**config.mk**
```make
export PLATFORM = sky130hd
export DESIGN_NAME = adc_sample_averager
export DESIGN_NICKNAME = d
export VERILOG_FILES = /design/src/rtl/adc_sample_averager.sv
export SDC_FILE = /design/constraint.sdc
export NUM_CORES = 1
export LEC_CHECK = 0
export BUFFER_PORTS_ARGS = -buffer_cell sky130_fd_sc_hd__buf_2
export CAP_MARGIN = 5
export CORE_ASPECT_RATIO = 0.8
export CORE_MARGIN = 4
export CORE_UTILIZATION = 55
export DETAILED_ROUTE_END_ITERATION = 6
export MAX_ROUTING_LAYER = met4
export PLACE_DENSITY_LB_ADDON = 0.08
export RECOVER_POWER = 50
export SLEW_MARGIN = 20
export SYNTH_ARGS = -nofsm -noshare
export SYNTH_HDL_FRONTEND = slang
export SYNTH_SLANG_ARGS = --single-unit
export TNS_END_PERCENT = 30
```
**constraint.sdc**
```tcl
create_clock -name clk -period 3.2 [get_ports clk]
set_clock_uncertainty 0.1 [all_clocks]
set_input_delay 0.16 -clock clk [delete_from_list [all_inputs] [get_ports clk]]
set_output_delay 0.16 -clock clk [all_outputs]
set_load 0.005 [all_outputs]
```
**src/rtl/adc_sample_averager.sv**
```systemverilog
// adc_sample_averager: block averager for a stream of unsigned ADC samples.
// Sums 2^LOG2_N consecutive valid samples, emits the rounded mean over a
// valid/ready handshake and flags results overwritten before acceptance.
//
// Ports:
//   clk, rst_n      system clock, asynchronous active-low reset
//   en              averaging enable; low idles and drops any partial window
//   sample_in       ADC sample word, qualified by sample_valid
//   sample_valid    one-cycle strobe per sample
//   avg_out         rounded window mean
//   avg_valid       avg_out holds an unaccepted result
//   avg_ready       consumer accepts avg_out when avg_valid & avg_ready
//   overrun         sticky: a pending result was overwritten
//   ovr_clr         synchronous clear of overrun (wins over a same-cycle set)
//   win_min/win_max min/max of the last completed window
//
// Optional feature macro: ADC_AVG_MINMAX_EN enables win_min/win_max tracking;
// when undefined both outputs are tied to zero.
module adc_sample_averager #(
    parameter int unsigned DATA_W = 16,
    parameter int unsigned LOG2_N = 3
) (
    input  logic              clk,
    input  logic              rst_n,
    input  logic              en,
    input  logic [DATA_W-1:0] sample_in,
    input  logic              sample_valid,
    output logic [DATA_W-1:0] avg_out,
    output logic              avg_valid,
    input  logic              avg_ready,
    output logic              overrun,
    input  logic              ovr_clr,
    output logic [DATA_W-1:0] win_min,
    output logic [DATA_W-1:0] win_max
);

    localparam int unsigned ACC_W = DATA_W + LOG2_N;
    localparam int unsigned CNT_W = (LOG2_N > 0) ? LOG2_N : 1;
    localparam int unsigned N     = 32'd1 << LOG2_N;
    // Half an LSB of the shifted result; zero for a single-sample window.
    localparam int unsigned RND   = N >> 1;
    localparam logic [CNT_W-1:0] LAST = CNT_W'(N - 1);

    typedef enum logic {S_IDLE, S_ACC} state_t;

    state_t              r_state;
    logic [ACC_W-1:0]    r_acc;
    logic [CNT_W-1:0]    r_count;
    logic [DATA_W-1:0]   r_avg_out;
    logic                r_avg_valid;
    logic                r_overrun;

    logic                w_take;
    logic                w_done;
    logic [ACC_W-1:0]    w_sum;
    logic [ACC_W-1:0]    w_rnd;
    logic [DATA_W-1:0]   w_avg;

    // Sample acceptance and window completion
    assign w_take = (r_state == S_ACC) && en && sample_valid;
    assign w_done = w_take && (r_count == LAST);

    // Max sum is N*(2^DATA_W-1); adding N/2 still fits in ACC_W bits
    assign w_sum = r_acc + ACC_W'(sample_in);
    assign w_rnd = w_sum + ACC_W'(RND);
    assign w_avg = DATA_W'(w_rnd >> LOG2_N);

    // Control FSM, accumulator and result/handshake registers
    always_ff @(posedge clk or negedge rst_n) begin
        if (!rst_n) begin
            r_state     <= S_IDLE;
            r_acc       <= '0;
            r_count     <= '0;
            r_avg_out   <= '0;
            r_avg_valid <= 1'b0;
            r_overrun   <= 1'b0;
        end else begin
            case (r_state)
                S_IDLE: begin
                    r_acc   <= '0;
                    r_count <= '0;
                    if (en) r_state <= S_ACC;
                end
                S_ACC: begin
                    if (!en) begin
                        r_state <= S_IDLE;
                        r_acc   <= '0;
                        r_count <= '0;
                    end else if (sample_valid) begin
                        if (w_done) begin
                            r_acc   <= '0;
                            r_count <= '0;
                        end else begin
                            r_acc   <= w_sum;
                            r_count <= r_count + CNT_W'(1);
                        end
                    end
                end
                default: r_state <= S_IDLE;
            endcase

            // A new result always loads; otherwise acceptance clears valid
            if (w_done) begin
                r_avg_out   <= w_avg;
                r_avg_valid <= 1'b1;
            end else if (r_avg_valid && avg_ready) begin
                r_avg_valid <= 1'b0;
            end

            if (ovr_clr)
                r_overrun <= 1'b0;
            else if (w_done && r_avg_valid && !avg_ready)
                r_overrun <= 1'b1;
        end
    end

    assign avg_out   = r_avg_out;
    assign avg_valid = r_avg_valid;
    assign overrun   = r_overrun;

`ifdef ADC_AVG_MINMAX_EN
    logic [DATA_W-1:0] r_run_min;
    logic [DATA_W-1:0] r_run_max;
    logic [DATA_W-1:0] r_win_min;
    logic [DATA_W-1:0] r_win_max;
    logic [DATA_W-1:0] w_min_nxt;
    logic [DATA_W-1:0] w_max_nxt;

    // First sample of a window seeds both running extremes
    assign w_min_nxt = ((r_count == '0) || (sample_in < r_run_min)) ? sample_in : r_run_min;
    assign w_max_nxt = ((r_count == '0) || (sample_in > r_run_max)) ? sample_in : r_run_max;

    // Running extremes; published together with the average
    always_ff @(posedge clk or negedge rst_n) begin
        if (!rst_n) begin
            r_run_min <= '0;
            r_run_max <= '0;
            r_win_min <= '0;
            r_win_max <= '0;
        end else if (w_take) begin
            r_run_min <= w_min_nxt;
            r_run_max <= w_max_nxt;
            if (w_done) begin
                r_win_min <= w_min_nxt;
                r_win_max <= w_max_nxt;
            end
        end
    end

    assign win_min = r_win_min;
    assign win_max = r_win_max;
`else
    assign win_min = '0;
    assign win_max = '0;
`endif

endmodule

```
==> metrics.yaml, run 1 <==
run_status:
  status: "complete, but fails checks"
  violations: "capacitance limit, slew limit"
grt:
  antenna_found_initial: 0
  grt_max_degree: 42
  first_global_vias: 2264
  grtUsageTotal_pct: 22.7
  grt_pass1_wl_mm: 11.8
  grt_remaining_overflow: 0
clock_tree:
  cts.htree.levels: 2
  path_clk_slew_ns: 0.09
  cts_tree: "done"
  clockBufferDepth: 2
  cts_buffers: 5
  cts_setup_buffers: 0
  clk-insertion-delay-late_ns: 0.31
  cts-root-buf: "clkbuf_8"
  cts.sinks: 41
place:
  routabilityCongestion: 0.928
  dpl_cell_area_sq_um: 3310
  placed_cells: 469
  hpwl_mm: 5.58
  io_buffers: 39
yosys:
  synth_area_leaders: "dfrtp_1 33%, buf_4 7.7%, ha_1 7.6%"
  yosysUniqueCellTypes: 52
  synth_seq_cells: 41
  synth_area_sq_um: 3120
  avgSynthCellArea_sq_um: 8.78
  synth_top_area_cell: "dfrtp_1"
  synth.top_cell.area_share_pct: 32.9
  synth_enable_flop_cells: 0
  synth_seq_area_share_pct: 32.9
  synth_cells: 355
  synth.most_common_cell: "nand2_1"
  ys_top_cells_by_count: "55 x nand2_1, 41 x dfrtp_1, 32 x buf_4"
  synthArstFlopShare_pct: 100
  ys.flop_type: "dfrtp_1"
  yosysWarnings: 0
detailed_routing:
  remaining_drc_errors: 0
  drt_pass1_iterations: 5
  vias_per_cell: 5.54
  num_vias: 2658
  postRouteAntennaNets: 0
  first_iter_violations: 167
  drt-total-wl_mm: 7.36
  avgRoutedWirePerCell_um: 15.3
floorplanning:
  dieArea_sq_um: 6950
  start_util_pct: 57.1
  ios: 72
  die_w_um: 92.2
  core_sq_um: 5470
  die_h_um: 75.3
  rows: 24
sta:
  fin_crit_sh_pct: 95.0
  setup_viol: 0
  relSlewSlack_pct: -51.1
  slew_viol_final: 42
  hold_viol_final: 0
  worst_slew_pin_slew_ns: 2.27
  min_period_ns: 3.04
  fmax_mhz: 329
cells_and_area:
  multi_input_area_sq_um: 1910
  nFillCells: 489
  area_growth_pct: 11.1
  fin_util_pct: 63.4
  stdcell_count: 480
  design_area_sq_um: 3460
  antenna_cells: 0
  drive_gt1_share_pct: 16.7
  seqCellArea_sq_um: 1030
  fin_nets: 443
run:
  drv_cap: 1
critical_path:
  cp_top_family: "compound AO/OA/AOI/OAI gates"
  worstPathArrival_ns: 3.13
  cp_slowest_cell: "fa_1"
  path_depth: 10
  critical_path.cell_chain: "ha_1 -> fa_1 -> a211oi_2 -> o211ai_1 -> a21oi_2 -> xnor2_1 -> nand2b_1 -> nor4_4 -> nor3_1 -> a221o_1"
  cp.required_ns: 3.29
  cp_slowest_stage_delay_ns: 0.46
  crit_path_start_kind: "flop"
  crit_type: "reg -> reg"
  setup.worst_path.end_class: "flop"
  r2r_cells: 10
  path_buf_inv: 0
  crit_fanout: 4
pwr:
  p_leak_uw: 0.00165
  peakVddDrop_mv: 0.198
  p_per_area_nw_per_um2: 383
worst_hold_path:
  min_path_type: "in -> reg"
  whs_path_depth: 3
-- worst paths after layout --
path / startpoint / endpoint / slack (ns)
worst max register to register: r_acc[0] / avg_out[13] / 0.16
worst min register to register: avg_out[7] / avg_out[7] / 0.38
min in group asynchronous: rst_n / avg_out[3] / 0.97
worst min-delay path: avg_ready / avg_valid / 0.04
max in group asynchronous: rst_n / r_acc[4] / 0.73
worst max-delay path: r_acc[0] / avg_out[13] / 0.16
-- layout make-up --
cell class              instances  share of cell area, %
multi-input cells             295                   55.2
well taps                      78                   2.82
flip-flops and latches         41                   29.6
repair buffers                 51                   8.13
clock buffers                   6                   2.38
clock inverters                 2                   1.08
inverters                       7                  0.759
-- timing repair --
action,CTS,global route
endpoints found under the setup margin,0,4
hold buffers,3,0
resized for setup,0,3
endpoints found under the hold margin,43,0
-- power breakdown --
group	total, uW	switching [uW]	internal (uW)
sequential	536	7.43	528
combinational	334	207	127
clock	456	202	254
total	1330	417	909
-- worst register-to-register path, cell delays in order, from the launching register on --
cell and delay (ns):
dfrtp_1 0.39, ha_1 0.24, fa_1 0.46, a211oi_2 0.26
o211ai_1 0.20, a21oi_2 0.22, xnor2_1 0.21, nand2b_1 0.19
nor4_4 0.32, nor3_1 0.08, a221o_1 0.26
-- registers in the layout, summed over array words and instances, names as in the netlist --
| signal | count |
|---|---|
| r_state | 1 |
| avg_valid | 1 |
| r_count | 3 |
| r_acc | 19 |
| avg_out | 16 |
| overrun | 1 |
-- layer usage --
| metal | GRT usage, % | wire length [um] |
|---|---|---|
| met5 | - | 0 |
| met4 | 5.27 | 79 |
| met3 | 4.15 | 526 |
| met2 | 30.1 | 2970 |
| met1 | 35.3 | 3790 |
-- logic make-up after synthesis --
| family | Yosys count | share of synthesized area, % |
|---|---|---|
| adders and majority gates | 20 | 8.27 |
| buffers and inverters | 50 | 9.99 |
| other | 1 | 0.120 |
| DFF | 41 | 32.9 |
| and+or+nand+nor | 115 | 18.1 |
| xor gates and xnor gates | 25 | 7.99 |
| AOI/OAI and AO/OA | 99 | 21.3 |
| muxes | 4 | 1.32 |
-- stage by stage --
stage                     worst slack, ns  hold WS (ns)  power [uW]  setup TNS [ns]
after floorplan                     0.251        -0.236         793               0
final                               0.160        0.0412        1330               0
after detailed placement           0.0416         0.214         868               0
after global placement              0.117         0.212         864               0
after global routing              -0.0113        0.0667        1390         -0.0113
after CTS                          0.0220        0.0437        1320               0
-- cells in the final DEF, fill, tap and decap left out, types with 10 or more instances in the layout --
| master | synthesis | final |
|---|---|---|
| ha_1 | 19 | 19 |
| xor2_1 | 10 | 10 |
| xnor2_1 | 11 | 11 |
| nand2_1 | 55 | 55 |
| buf_2 | 3 | 30 |
| o21ai_0 | 30 | 30 |
| conb_1 | 1 | 32 |
| nor2_1 | 19 | 18 |
| a22o_1 | 13 | 13 |
| a21oi_1 | 24 | 22 |
| dfrtp_1 | 41 | 41 |
Power figures use the tool's default switching activity.
==> inputs of run 2 (changes only) <==
--- a/config.mk
+++ b/config.mk
@@ -13,7 +13,6 @@
 export DETAILED_ROUTE_END_ITERATION = 6
 export MAX_ROUTING_LAYER = met4
 export PLACE_DENSITY_LB_ADDON = 0.08
-export RECOVER_POWER = 50
 export SLEW_MARGIN = 20
 export SYNTH_ARGS = -nofsm -noshare
 export SYNTH_HDL_FRONTEND = slang
==> run 2 against run 1 <==
The flow now finishes without violations. Global-route usage did not move. Routed wire length up 0.12%. Cell count did not move. Hold slack got worse by 0.00076 ns. Critical path depth unchanged. Maximum frequency is 0.32% lower. Register-to-register slack is essentially flat. Non-clock buffer count unchanged. Power hardly changed. Worst setup slack worse by 0.0098 ns. Cell area grew 0.33%. Utilization grew 0.21 points. Critical endpoint unchanged. Largest cell class unchanged. Largest power group unchanged.
==> metrics.yaml, run 2 (same netlist as run 1, synthesis figures left out) <==
run_status:
  status: "finished clean"
critical_path:
  worstPathArrival_ns: 3.14  # about the same
  r2r_start: "r_acc[0]"
  crit_fanout: 4  # unchanged
  r2r_end: "avg_out[13]"
  setup.worst_path.end_class: "flop"
  cp.required_ns: 3.29  # about the same
  crit_path_start_kind: "flop"
  reg2reg_setup_slack_ns: 0.15  # about the same
  crit_type: "reg -> reg"
  r2r_cells: 10  # unchanged
floorplanning:
  dieArea_sq_um: 6950  # unchanged
  core_sq_um: 5470  # unchanged
  die_w_um: 92.2  # unchanged
  die_h_um: 75.3  # unchanged
  start_util_pct: 57.1  # unchanged
  ios: 72  # unchanged
  rows: 24  # unchanged
clock_tree:
  cts.htree.levels: 2  # unchanged
  path_clk_slew_ns: 0.09  # about the same
  cts-root-buf: "clkbuf_8"
  clockBufferDepth: 2  # unchanged
  cts_setup_buffers: 0  # unchanged
  cts_buffers: 5  # unchanged
  clk-insertion-delay-late_ns: 0.31  # about the same
  cts.sinks: 41  # unchanged
  cts_tree: "done"
cells_and_area:
  fin_nets: 443  # unchanged
  layout_commonest_cell: "nand2_1"
  multi_input_area_sq_um: 1910  # unchanged
  stdcell_count: 480  # unchanged
  antenna_cells: 0  # unchanged
  regMostFlops: "r_acc"
  nFillCells: 485  # -0.82%
  drive_gt1_share_pct: 18.9  # +2.2 points
  layout_common_cells: "55 x nand2_1, 41 x dfrtp_1, 39 x buf_2"
  area_growth_pct: 11.4
  fin_util_pct: 63.6  # +0.21 points
  largest_reg_flops: 19  # unchanged
  seqCellArea_sq_um: 1030  # unchanged
pwr:
  p_per_area_nw_per_um2: 381  # -0.35%
  peakVddDrop_mv: 0.198  # about the same
  p_leak_uw: 0.00169  # +2.2%
sta:
  worst_slew_pin_slew_ns: 0.999  # -1.27 ns
  setup_slack_ns: 0.151  # -0.00981 ns
  fin_crit_sh_pct: 95.3  # +0.31 points
  relSlewSlack_pct: 33.3  # +84 points
  hold_viol_final: 0  # unchanged
  setup_viol: 0  # unchanged
  fmax_mhz: 328  # -0.32%
  tns_ns: 0  # unchanged
  slew_viol_final: 0  # -100%
  min_period_ns: 3.05  # +0.00981 ns
detailed_routing:
  num_vias: 2662  # +0.15%
  vias_per_cell: 5.55  # +0.15%
  avgRoutedWirePerCell_um: 15.4  # +0.12%
  postRouteAntennaNets: 0  # unchanged
  drt-total-wl_mm: 7.37  # +0.12%
  first_iter_violations: 168  # +0.60%
  remaining_drc_errors: 0  # unchanged
  drt_pass1_iterations: 5  # unchanged
worst_hold_path:
  whs_path_depth: 3  # unchanged
  min_path_type: "in -> reg"
  hp-start: "avg_ready"
  whs_endpoint: "avg_valid"
place:
  placed_cells: 469  # unchanged
  routabilityCongestion: 0.928  # unchanged
  dp_slack_ns: 0.0416  # unchanged
  hpwl_mm: 5.58  # unchanged
  io_buffers: 39  # unchanged
run:
  drv_cap: 0  # -1
grt:
  antenna_found_initial: 0  # unchanged
  first_global_vias: 2264  # unchanged
  grt_remaining_overflow: 0  # unchanged
  grt_pass1_wl_mm: 11.8  # unchanged
  grtUsageTotal_pct: 22.7  # unchanged
  grt_max_degree: 42  # unchanged
run 2: layout make-up:
type	count	share of cell area [%]
Multi-Input combinational cell	295	55.0
Sequential cell	41	29.5
Timing Repair Buffer	51	8.43
Tap cell	78	2.81
Clock buffer	6	2.38
Clock inverter	2	1.08
Inverter	7	0.756
run 2: how the worst max path moves through the flow:
| stage | from | end | slack, ns | cells after the start |
|---|---|---|---|---|
| 2_1_floorplan | r_acc[0] | avg_out[14] | 0.25 | 10 |
| 3_3_place_gp | r_acc[0] | avg_out[14] | 0.12 | 10 |
| 3_5_place_dp | r_acc[0] | avg_out[13] | 0.04 | 10 |
| 4_1_cts | r_acc[0] | avg_out[13] | 0.02 | 10 |
| 5_1_grt | r_acc[0] | avg_out[14] | -0.01 | 10 |
| 6_report | r_acc[0] | avg_out[13] | 0.15 | 10 |
run 2: repair_timing:
action                     CTS  global route
setup endpoints to repair    0             4
hold endpoints to repair    43             0
gates resized for setup      0             3
hold buffers                 3             0
run 2: report_power, final:
group | total, uW | leakage [uW] | internal [uW] | switching (uW)
registers | 536 | 0.000566 | 528 | 7.50
logic | 334 | 0.00107 | 127 | 207
clock network | 455 | 0.0000574 | 254 | 201
run 2: per-stage QoR:
step	cell area [sq um]	power [uW]	hold WS, ns
finish	3470	1330	0.0404
global route	3470	1390	0.0667
CTS	3460	1320	0.0437
detailed placement	3310	868	0.214
global placement	3310	864	0.212
floorplan	3230	793	-0.236
run 2: layer usage:
layer  vias to the layer above  share of wire [%]  global-route usage, %
met5                         -                  0                      -
met2                       118                 40                   30.1
li1                       1306                  -                      -
met4                         0                1.0                   5.27
met3                        10                7.7                   4.15
met1                      1228                 51                   35.3
run 2: worst max-delay path, cell delays in order, from the launching register on:
cell,delay [ns]
dfrtp_1,0.39
ha_1,0.24
fa_1,0.46
a211oi_2,0.26
o211ai_1,0.20
a21oi_2,0.22
xnor2_1,0.21
nand2b_1,0.20
nor4_4,0.32
nor3_1,0.08
a221o_1,0.26
